## src/rtl/seg7_pkg.sv

```systemverilog
// seg7_pkg: shared definitions for the four-digit seven-segment scan driver.
//   NUM_DIGITS : number of multiplexed digits
//   HEX_SEG    : hex nibble -> segment pattern, bit order {g,f,e,d,c,b,a}, active-high
//   state_e    : scan FSM states (BLANK guard interval, DRIVE digit on)
package seg7_pkg;

  localparam int unsigned NUM_DIGITS = 4;

  localparam logic [6:0] HEX_SEG [16] = '{
    7'h3F, 7'h06, 7'h5B, 7'h4F, 7'h66, 7'h6D, 7'h7D, 7'h07,
    7'h7F, 7'h6F, 7'h77, 7'h7C, 7'h39, 7'h5E, 7'h79, 7'h71
  };

  typedef enum logic [0:0] {
    BLANK,
    DRIVE
  } state_e;

  function automatic logic [6:0] hex_to_seg(input logic [3:0] nib);
    return HEX_SEG[nib];
  endfunction

endpackage

```

## src/rtl/seg7_tick_gen.sv

```systemverilog
// seg7_tick_gen: digit-slot prescaler. Counts 0..TICK_DIV-1 and wraps.
// Ports:
//   clk  : system clock
//   res  : asynchronous active-low reset
//   tick : high during the last cycle of each slot (count == TICK_DIV-1)
module seg7_tick_gen #(
  parameter int unsigned TICK_DIV = 50000
) (
  input  logic clk,
  input  logic res,
  output logic tick
);

  logic [15:0] tick_cnt;

  assign tick = (tick_cnt == 16'(TICK_DIV - 1));

  always_ff @(posedge clk or negedge res) begin
    if (!res) begin
      tick_cnt <= '0;
    end else if (tick) begin
      tick_cnt <= '0;
    end else begin
      tick_cnt <= tick_cnt + 16'd1;
    end
  end

endmodule

```

## src/rtl/seg7_scan_driver.sv

```systemverilog
// seg7_scan_driver: tear-free, ghost-suppressed driver for four common-anode hex digits.
// A CPU write lands in a shadow register; the shadow is copied to the display register
// only when the slot index wraps to 0, so a frame never mixes two values.
// Each slot starts with a blanking guard (all digits off) before the digit is driven.
// Ports:
//   clk         : system clock
//   res         : asynchronous active-low reset
//   wr_en       : one-cycle write strobe (display register store)
//   wr_data     : 16-bit value, nibble [15:12] shown leftmost
//   dp_in       : decimal-point enables, bit k for digit k, sampled with wr_en
//   dig         : active-low digit enables, dig[3] leftmost
//   seg         : active-low segments, seg[6:0] = ~{g,f,e,d,c,b,a}, seg[7] = ~dp
//   frame_start : one-cycle pulse when the slot index wraps to 0 and the display reloads
// Build option: define SEG7_LZB_EN to enable leading-zero blanking.
module seg7_scan_driver
  import seg7_pkg::*;
#(
  parameter int unsigned TICK_DIV  = 50000,
  parameter int unsigned GUARD_CYC = 16
) (
  input  logic                  clk,
  input  logic                  res,
  input  logic                  wr_en,
  input  logic [15:0]           wr_data,
  input  logic [NUM_DIGITS-1:0] dp_in,
  output logic [NUM_DIGITS-1:0] dig,
  output logic [7:0]            seg,
  output logic                  frame_start
);

  logic                  tick;
  logic [15:0]           shadow, disp;
  logic [NUM_DIGITS-1:0] shadow_dp, disp_dp;
  logic [1:0]            idx;
  state_e                state;
  logic [15:0]           guard_cnt;
  logic                  guard_done;
  logic [3:0]            nib;
  logic                  dp_bit;
  logic                  lz_blank;
  logic [3:0]            dig_drive;
  logic [7:0]            seg_drive;

  seg7_tick_gen #(
    .TICK_DIV(TICK_DIV)
  ) u_tick_gen (
    .clk (clk),
    .res (res),
    .tick(tick)
  );

  // GUARD_CYC == 0 still yields a single blank cycle.
  assign guard_done = ({16'd0, guard_cnt} + 32'd1) >= GUARD_CYC;

  always_comb begin
    nib      = disp[15:12];
    lz_blank = 1'b0;
    unique case (idx)
      2'd0: nib = disp[15:12];
      2'd1: nib = disp[11:8];
      2'd2: nib = disp[7:4];
      2'd3: nib = disp[3:0];
    endcase
`ifdef SEG7_LZB_EN
    // Rightmost digit (idx 3) is never blanked.
    unique case (idx)
      2'd0: lz_blank = (disp[15:12] == 4'd0);
      2'd1: lz_blank = (disp[15:8] == 8'd0);
      2'd2: lz_blank = (disp[15:4] == 12'd0);
      2'd3: lz_blank = 1'b0;
    endcase
`endif
    dp_bit    = disp_dp[2'd3 - idx];
    dig_drive = ~(4'b1000 >> idx);
    seg_drive = ~{dp_bit, (lz_blank ? 7'h00 : hex_to_seg(nib))};
  end

  // Shadow capture: last write wins.
  always_ff @(posedge clk or negedge res) begin
    if (!res) begin
      shadow    <= '0;
      shadow_dp <= '0;
    end else if (wr_en) begin
      shadow    <= wr_data;
      shadow_dp <= dp_in;
    end
  end

  // Slot index and frame-boundary reload.
  always_ff @(posedge clk or negedge res) begin
    if (!res) begin
      idx         <= 2'd0;
      disp        <= '0;
      disp_dp     <= '0;
      frame_start <= 1'b0;
    end else begin
      frame_start <= tick && (idx == 2'd3);
      if (tick) begin
        idx <= idx + 2'd1;
        if (idx == 2'd3) begin
          disp    <= shadow;
          disp_dp <= shadow_dp;
        end
      end
    end
  end

  // Scan FSM with registered outputs; idx/disp update on the same tick edge that
  // enters BLANK, so the decode seen in BLANK already belongs to the new slot.
  always_ff @(posedge clk or negedge res) begin
    if (!res) begin
      state     <= BLANK;
      guard_cnt <= '0;
      dig       <= 4'b1111;
      seg       <= 8'hFF;
    end else if (tick) begin
      state     <= BLANK;
      guard_cnt <= '0;
      dig       <= 4'b1111;
      seg       <= 8'hFF;
    end else begin
      unique case (state)
        BLANK: begin
          if (guard_done) begin
            state <= DRIVE;
            dig   <= dig_drive;
            seg   <= seg_drive;
          end else begin
            guard_cnt <= guard_cnt + 16'd1;
          end
        end
        DRIVE: begin
          dig <= dig_drive;
          seg <= seg_drive;
        end
      endcase
    end
  end

endmodule

```

## config.mk

```make
export PLATFORM = sky130hd
export DESIGN_NAME = seg7_scan_driver
export DESIGN_NICKNAME = d
export VERILOG_FILES = /design/src/rtl/seg7_pkg.sv /design/src/rtl/seg7_tick_gen.sv /design/src/rtl/seg7_scan_driver.sv
export SDC_FILE = /design/constraint.sdc
export NUM_CORES = 1
export LEC_CHECK = 0
export CAP_MARGIN = 20
export CORE_ASPECT_RATIO = 1.5
export CORE_MARGIN = 2
export CORE_UTILIZATION = 40
export DETAILED_ROUTE_END_ITERATION = 16
export PLACE_DENSITY = 0.6
export SLEW_MARGIN = 5
export SYNTH_ARGS = -nofsm -noshare
export SYNTH_HDL_FRONTEND = slang
export SYNTH_HIERARCHICAL = 1
export SYNTH_SLANG_ARGS = --single-unit
```

## constraint.sdc

```tcl
create_clock -name clk -period 2.15 [get_ports clk]
set_input_delay 0.215 -clock clk [delete_from_list [all_inputs] [get_ports clk]]
set_output_delay 0.215 -clock clk [all_outputs]
set_load 0.02 [all_outputs]
```

Word-level counts from Yosys, hierarchy flattened
Memory sizes are Yosys's and may differ from the RTL's.
Index checks and enable logic that the tools add are counted.
{ "op_classes": {"bitwise_logic": 4, "n_lt_le_gt_ge": 3, "n_eq_ne": 7, "addsub": 5, "reduce_logical": 4, "muxes": 18, "shifts": 1} }
{ "ops": {"columns": ["operator", "count"], "rows": [
  ["16-bit 2-to-1 mux", 4],
  ["16-bit by 1-bit adder with 16-bit output, second input constant", 2],
  ["16-bit by 1-bit adder with 17-bit output, second input constant", 1],
  ["17-bit by 5-bit >= comparator with 1-bit output, second input constant", 1],
  ["16-bit == test, second input constant", 1],
  ["8-bit 2-to-1 mux", 2],
  ["4-bit one-hot mux with 4 select lines", 1],
  ["8-bit one-hot mux with 2 select lines", 1],
  ["7-bit 2-to-1 mux", 2],
  ["4-bit 2-to-1 mux", 2],
  ["8-bit inverter", 1],
  ["4-bit one-hot mux with 2 select lines", 1],
  ["5-bit >= comparator, second input constant", 1],
  ["4-bit inverter with 5-bit output", 1],
  ["2-bit == test, second input constant", 2],
  ["1-bit 2-to-1 mux", 4],
  ["2-bit != test, second input constant", 2],
  ["4-bit inverter", 1],
  ["2-bit AND reduction", 2],
  ["4-bit by 2-bit right shift with 4-bit output, first input constant", 1],
  ["2-bit by 3-bit less-than comparator with 1-bit output, second input constant", 1],
  ["3-bit != test, second input constant", 1],
  ["2-bit by 1-bit adder with 2-bit output, second input constant", 1],
  ["1-bit binary-select mux with 2-bit select", 1],
  ["5 further kinds", 5]
]} }
{ "word_totals": {"mem_bits_ro": 112, "word_cells": 54, "memories": 1, "inputBits": 23, "out_inout_bits": 13, "regBits": 88} }
{ "memory_table": {"columns": ["memory", "depth", "word_bits", "read_ports", "rd_ports_with_merged_regs", "wr", "line_no", "text"], "rows": [
  ["(name not given)", 16, 7, 1, 0, 0, "seg7_pkg.sv:20", "return HEX_SEG[nib];"]
]} }

Logic depth before layout (Yosys ltp)
{ "logic_depth": {"word_depth": 10, "mapped_depth": 11, "ltp_nobuf": 11} }

Hierarchy
Netlist, hierarchy kept.
{ "by_module_without_submodules": {"columns": ["mod", "cells_per_inst", "seq_area_each_um2", "area_per_inst_um2", "instances"], "rows": [
  ["seg7_scan_driver", 280, 1816.7, 3455.8, 1],
  ["seg7_tick_gen", 67, 400.4, 762.0, 1]
]} }

Least setup slack after synthesis
OpenSTA, ideal clock, no wires.
{ "synth_timing": {"path_kind": "flip-flop to flip-flop", "startpoint": "register idx[0]", "endpoint": "register seg[6]", "synth_period_minus_slack_ps": 2311, "arrival_time_ps": 2223, "required_time_ps": 2062, "setup_time_ps": 88, "n_path_buf": 0, "stages_incl_launch_ff": 12, "slack_ps": -161, "path_cell_list": "dfrtp_1 -> inv_1 -> ha_1 -> a222oi_1 -> nand2_1 -> o21ai_0 -> inv_1 -> ha_1 -> mux2i_1 -> nor2_1 -> a311oi_1 -> mux2i_1"} }
{ "synth_between": {"elab_chain_len": 10, "elab_cells_between_ends": 13, "cone_classes": "eq/ne: 3; mux: 6; bitwise: 2; reduce/logical: 1; memory: 1"} }
{ "synth_rtl": {"columns": ["item", "line_no", "text"], "rows": [
  ["start, declared", "seg7_scan_driver.sv:34", "logic [1:0] idx;"],
  ["start signal, assigned", "seg7_scan_driver.sv:99", "idx <= idx + 2'd1;"],
  ["2-bit == test, or another cell as far along", "seg7_scan_driver.sv:58", "unique case (idx)"],
  ["4-bit one-hot mux with 4 select lines (*)", "seg7_scan_driver.sv:58", null],
  ["4-bit inverter with 5-bit output (not written as such) (*)", "seg7_pkg.sv:20", null],
  ["memory 16 x 7 bit (*)", null, null],
  ["7-bit 2-to-1 mux (not written as such) (*) (2 in a row)", "seg7_pkg.sv:20", null],
  ["8-bit inverter (*)", "seg7_scan_driver.sv:75", "seg_drive = ~{dp_bit, (lz_blank ? 7'h00 : hex_to_seg(nib))};"],
  ["8-bit 2-to-1 mux", "seg7_scan_driver.sv:124", "if (guard_done) begin"],
  ["8-bit one-hot mux with 2 select lines (*)", "seg7_scan_driver.sv:122", "unique case (state)"],
  ["8-bit 2-to-1 mux (*)", "seg7_scan_driver.sv:116", "end else if (tick) begin"],
  ["end signal, assigned", "seg7_scan_driver.sv:127", "seg <= seg_drive;"],
  ["end signal, assigned", "seg7_scan_driver.sv:134", "seg <= seg_drive;"],
  ["end, declared", "seg7_scan_driver.sv:27", "output logic [7:0] seg,"]
]} }
Every way passes the cells marked *; elsewhere a longest branch is shown, timed or not. The select of a mux whose other input is x is not followed.
A chain may end at the register's enable or synchronous reset.

Final worst setup path
{ "layout_timing": {"startpoint": "register guard_cnt[0]", "endpoint": "register guard_cnt[15]"} }
{ "layout_between": {"elab_chain_len": 4, "elab_cells_between_ends": 8, "cone_classes": "add/sub: 2; order compare: 1; eq/ne: 1; mux: 3; reduce/logical: 1"} }
{ "layout_rtl": {"columns": ["item", "line_no", "text"], "rows": [
  ["start, declared", "seg7_scan_driver.sv:36", "logic [15:0] guard_cnt;"],
  ["start signal, assigned", "seg7_scan_driver.sv:129", "guard_cnt <= guard_cnt + 16'd1;"],
  ["16-bit by 1-bit adder with 17-bit output or 16-bit by 1-bit adder with 16-bit output (tied branches)", "seg7_scan_driver.sv:53, seg7_scan_driver.sv:129", null],
  ["17-bit by 5-bit >= comparator with 1-bit output or 16-bit 2-to-1 mux (tied branches)", "seg7_scan_driver.sv:53, seg7_scan_driver.sv:124", null],
  ["2-bit != test (no source line) or 16-bit 2-to-1 mux (tied branches)", null, null],
  ["2-bit AND reduction (no source line) or 16-bit 2-to-1 mux (tied branches)", null, null]
]} }
Parallel ways exist; a longest one is shown, timed or not. The select of a mux whose other input is x is not followed.

==> results.yml <==
logic_synthesis:
  syn_area_sq_um: 4220
  ys_warn_count: 6
  synth_compound_area_frac: 0.0581
  syn_inst: 347
  ys_seq_area_frac: 0.526
  synth-main-ff-cell: "dfrtp_1"
  synthMuxAreaShare: 0.166
  synthXorXnorAreaFrac: 0.0311
  yosys.area_share.simple: 0.152
  synthArstFlopShare: 1.00
  ys_seq_elements: 88
  synthDistinctLibCells: 58
  synth_fa_ha_area_frac: 0.0386
  syn_nets: 383
  syn_avg_cell_area_sq_um: 12.2
  synth_top_family_by_area: "multiplexers"
  synth_edf_count: 0
timing:
  period_needed_ns: 2.20
  fmax_mhz: 454
  layout_setup_ws_ns: -0.0521
  worstMarginPinSlew_ns: 0.427
  finalCritPeriodShare: 1.02
  skew_ns: 0.00559
  hold_slack_ns: 0.341
  hold_viol_final: 0
  rsz0062_at_grt: "yes"
  slew_headroom: 0.715
  setup-violations-final: 23
  drv_slew: 0
cells_and_area:
  final_util: 0.539
  mostFrequentLayoutCells: "dfrtp_1, mux2_2, clkdlybuf4s50_1"
  drive_gt1_frac: 0.355
  regArea_sq_um: 2220
  multi_input_area_sq_um: 2040
  fin_nets: 451
  final_common_cell: "dfrtp_1"
  fill_cells: 878
  num_antenna_cells: 0
  areaGrowthSynthToFinish_pct: 30.3
route:
  wirelength_um: 8250
  ant_nets: 0
  dr.pass1.iters: 4
  wire_per_inst_um: 14.7
  dr_total_vias: 2860
  drt_iter0_markers: 122
  route.detailed.drc: 0
  viasPerCell: 5.10
critical_path:
  crit_arrival_ns: 2.41
  worstPathRequired_ns: 2.36
  cp_max_fo: 11
  slowest_delay_ns: 0.46
  r2r_cells: 8
  r2r_start: "guard_cnt[0]"
  cp-start-kind: "flip-flop"
  setup.worst_path.end_class: "flip-flop"
  path_class: "reg -> reg"
  crit_start: "guard_cnt[0]"
  endpoint: "guard_cnt[15]"
  path_cells: "ha_4, nand2_1, and3_1, a211oi_1, a2111o_1, nor2_4, bufbuf_16, nor3b_1"
  r2r_end: "guard_cnt[15]"
  regToRegSetupSlack_ns: -0.05
  cpMaxStageDelayCell: "dfrtp_2"
power:
  ir_worst_vdd_mv: 0.474
  power_leakage_nw: 2.39
  finalPower_mw: 3.39
  power_density_nw_per_um2: 617
global_route:
  grt.overflow.total: 0
  grt_pass1_wl_um: 14000
  grt_max_degree: 62
  grt_usage: 0.158
  antenna_found_initial: 0
  grt_pass1_vias: 3022
cts:
  cts_tree: "built"
  cts_buffers: 9
  clk-insertion-delay-late_ns: 0.34
  clk_pin_slew_ns: 0.06
  clock_tree.root_cell: "clkbuf_16"
  cts-htree-levels: 3
  clk_path_buf_depth: 2
  cts_sinks: 88
floorplan:
  ios: 36
  die-area_sq_um: 11400
  core_area_sq_um: 10200
  die_y_um: 130
  floorplan.initialDensity: 0.414
  die_w_um: 87.8
  rows: 45
place:
  gp_congestion: 0.816
  hpwlAfterDp_um: 5640
  io_buffers: 35
status:
  status: "finished, violations left"
  violations: "negative setup slack"
worst_hold_path:
  hp-class: "in -> async"
job:
  cap_violations: 0
worst min-delay path by stage:
stage | cells after the start | from | to | slack, ns
final | 2 | res | disp_dp[2] | 0.34
after global routing | 2 | res | shadow_dp[2] | 0.37
after CTS | 2 | res | u_tick_gen/tick_cnt[5] | 0.35
after detailed placement | 1 | res | shadow_dp[1] | 0.17
after global placement | 1 | res | shadow_dp[2] | 0.16
after floorplan | 0 | res | disp[0] | -0.08
per-stage QoR:
| step | area [sq um] | setup TNS, ns | setup WS [ns] | std cells |
|---|---|---|---|---|
| floorplan | 4250 | -0.00258 | -0.00258 | 347 |
| global placement | 4990 | -0.265 | -0.0915 | 539 |
| detailed placement | 4990 | -0.637 | -0.0915 | 539 |
| CTS | 5410 | -0.233 | -0.0313 | 559 |
| global route | 5500 | -3.28 | -0.176 | 561 |
| finish | 5500 | -0.753 | -0.0521 | 561 |
Yosys cell counts (3+ instances only):
cell type	instances	share of area
a211oi_1	3	0.0053
a21oi_1	6	0.0071
a222oi_1	3	0.0071
a311oi_1	4	0.0083
and2_1	3	0.0045
and4_1	4	0.0083
clkbuf_1	10	0.0089
dfrtp_1	76	0.45
dfstp_2	12	0.075
ha_1	13	0.039
inv_1	9	0.0080
mux2_2	42	0.11
mux2i_1	19	0.045
nand2_1	14	0.012
nand2b_1	4	0.0059
nand3_1	8	0.0095
nand4_1	6	0.0089
nor2_1	29	0.026
nor2b_1	7	0.010
nor3_1	4	0.0047
nor3b_1	12	0.021
nor4_1	4	0.0059
xnor2_1	6	0.012
xor2_1	9	0.019
worst max-delay path: cells and delay by family, from the launching register on:
| family | cells | cell delay (ns) |
|---|---|---|
| buf+inv | 1 | 0.31 |
| fa+ha+maj | 1 | 0.18 |
| simple gates | 4 | 0.61 |
| compound gates | 2 | 0.51 |
| flops | 1 | 0.46 |
power by group:
group | total, mW | leakage (nW) | internal [mW] | switching, mW
Sequential | 1.71 | 1.10 | 1.69 | 0.0181
Clock | 1.55 | 0.145 | 0.930 | 0.623
Combinational | 0.124 | 1.14 | 0.0735 | 0.0506
Total | 3.39 | 2.39 | 2.70 | 0.691
cell type report:
type                    instances  share of cell area
clock buffers                  11              0.0442
clock inverters                 5              0.0102
inverters                       9             0.00660
multi-input cells             235               0.372
flip-flops and latches         88               0.404
well taps                     141              0.0321
repair buffers                 72               0.131
metal layers:
| layer | share of wire | up-vias | track usage |
|---|---|---|---|
| met5 | 0 | - | 0 |
| met2 | 0.54 | 33 | 0.285 |
| met3 | 0.023 | 12 | 0.0291 |
| met1 | 0.41 | 1437 | 0.179 |
| met4 | 0.023 | 0 | 0.0724 |
| li1 | - | 1378 | - |
timing repair:
action / in CTS / in global routing
setup endpoints to repair: 18 / 29
hold buffers: 1 / 0
endpoints found under the hold margin: 25 / 0
resized for setup: 17 / 15
gates cloned: 1 / 0
pin swaps: 10 / 9
buffers inserted: 2 / 2
registers in the layout, summed over array words and instances, names as in the netlist:
signal,flops
disp,16
idx,2
shadow_dp,4
state,1
guard_cnt,16
u_tick_gen/tick_cnt,16
frame_start,1
dig,4
seg,8
disp_dp,4
shadow,16
cell families (layout without fill, tap and decap cells):
group | after synthesis | in the layout
multiplexers | 63 | 63
flip-flops | 88 | 88
adder cells (fa/ha/maj) | 13 | 13
buffers and inverters | 24 | 97
AO/OA/AOI/OAI | 32 | 32
AND/OR/NAND/NOR | 112 | 112
XOR/XNOR | 15 | 15
Power figures use the tool's default switching activity.
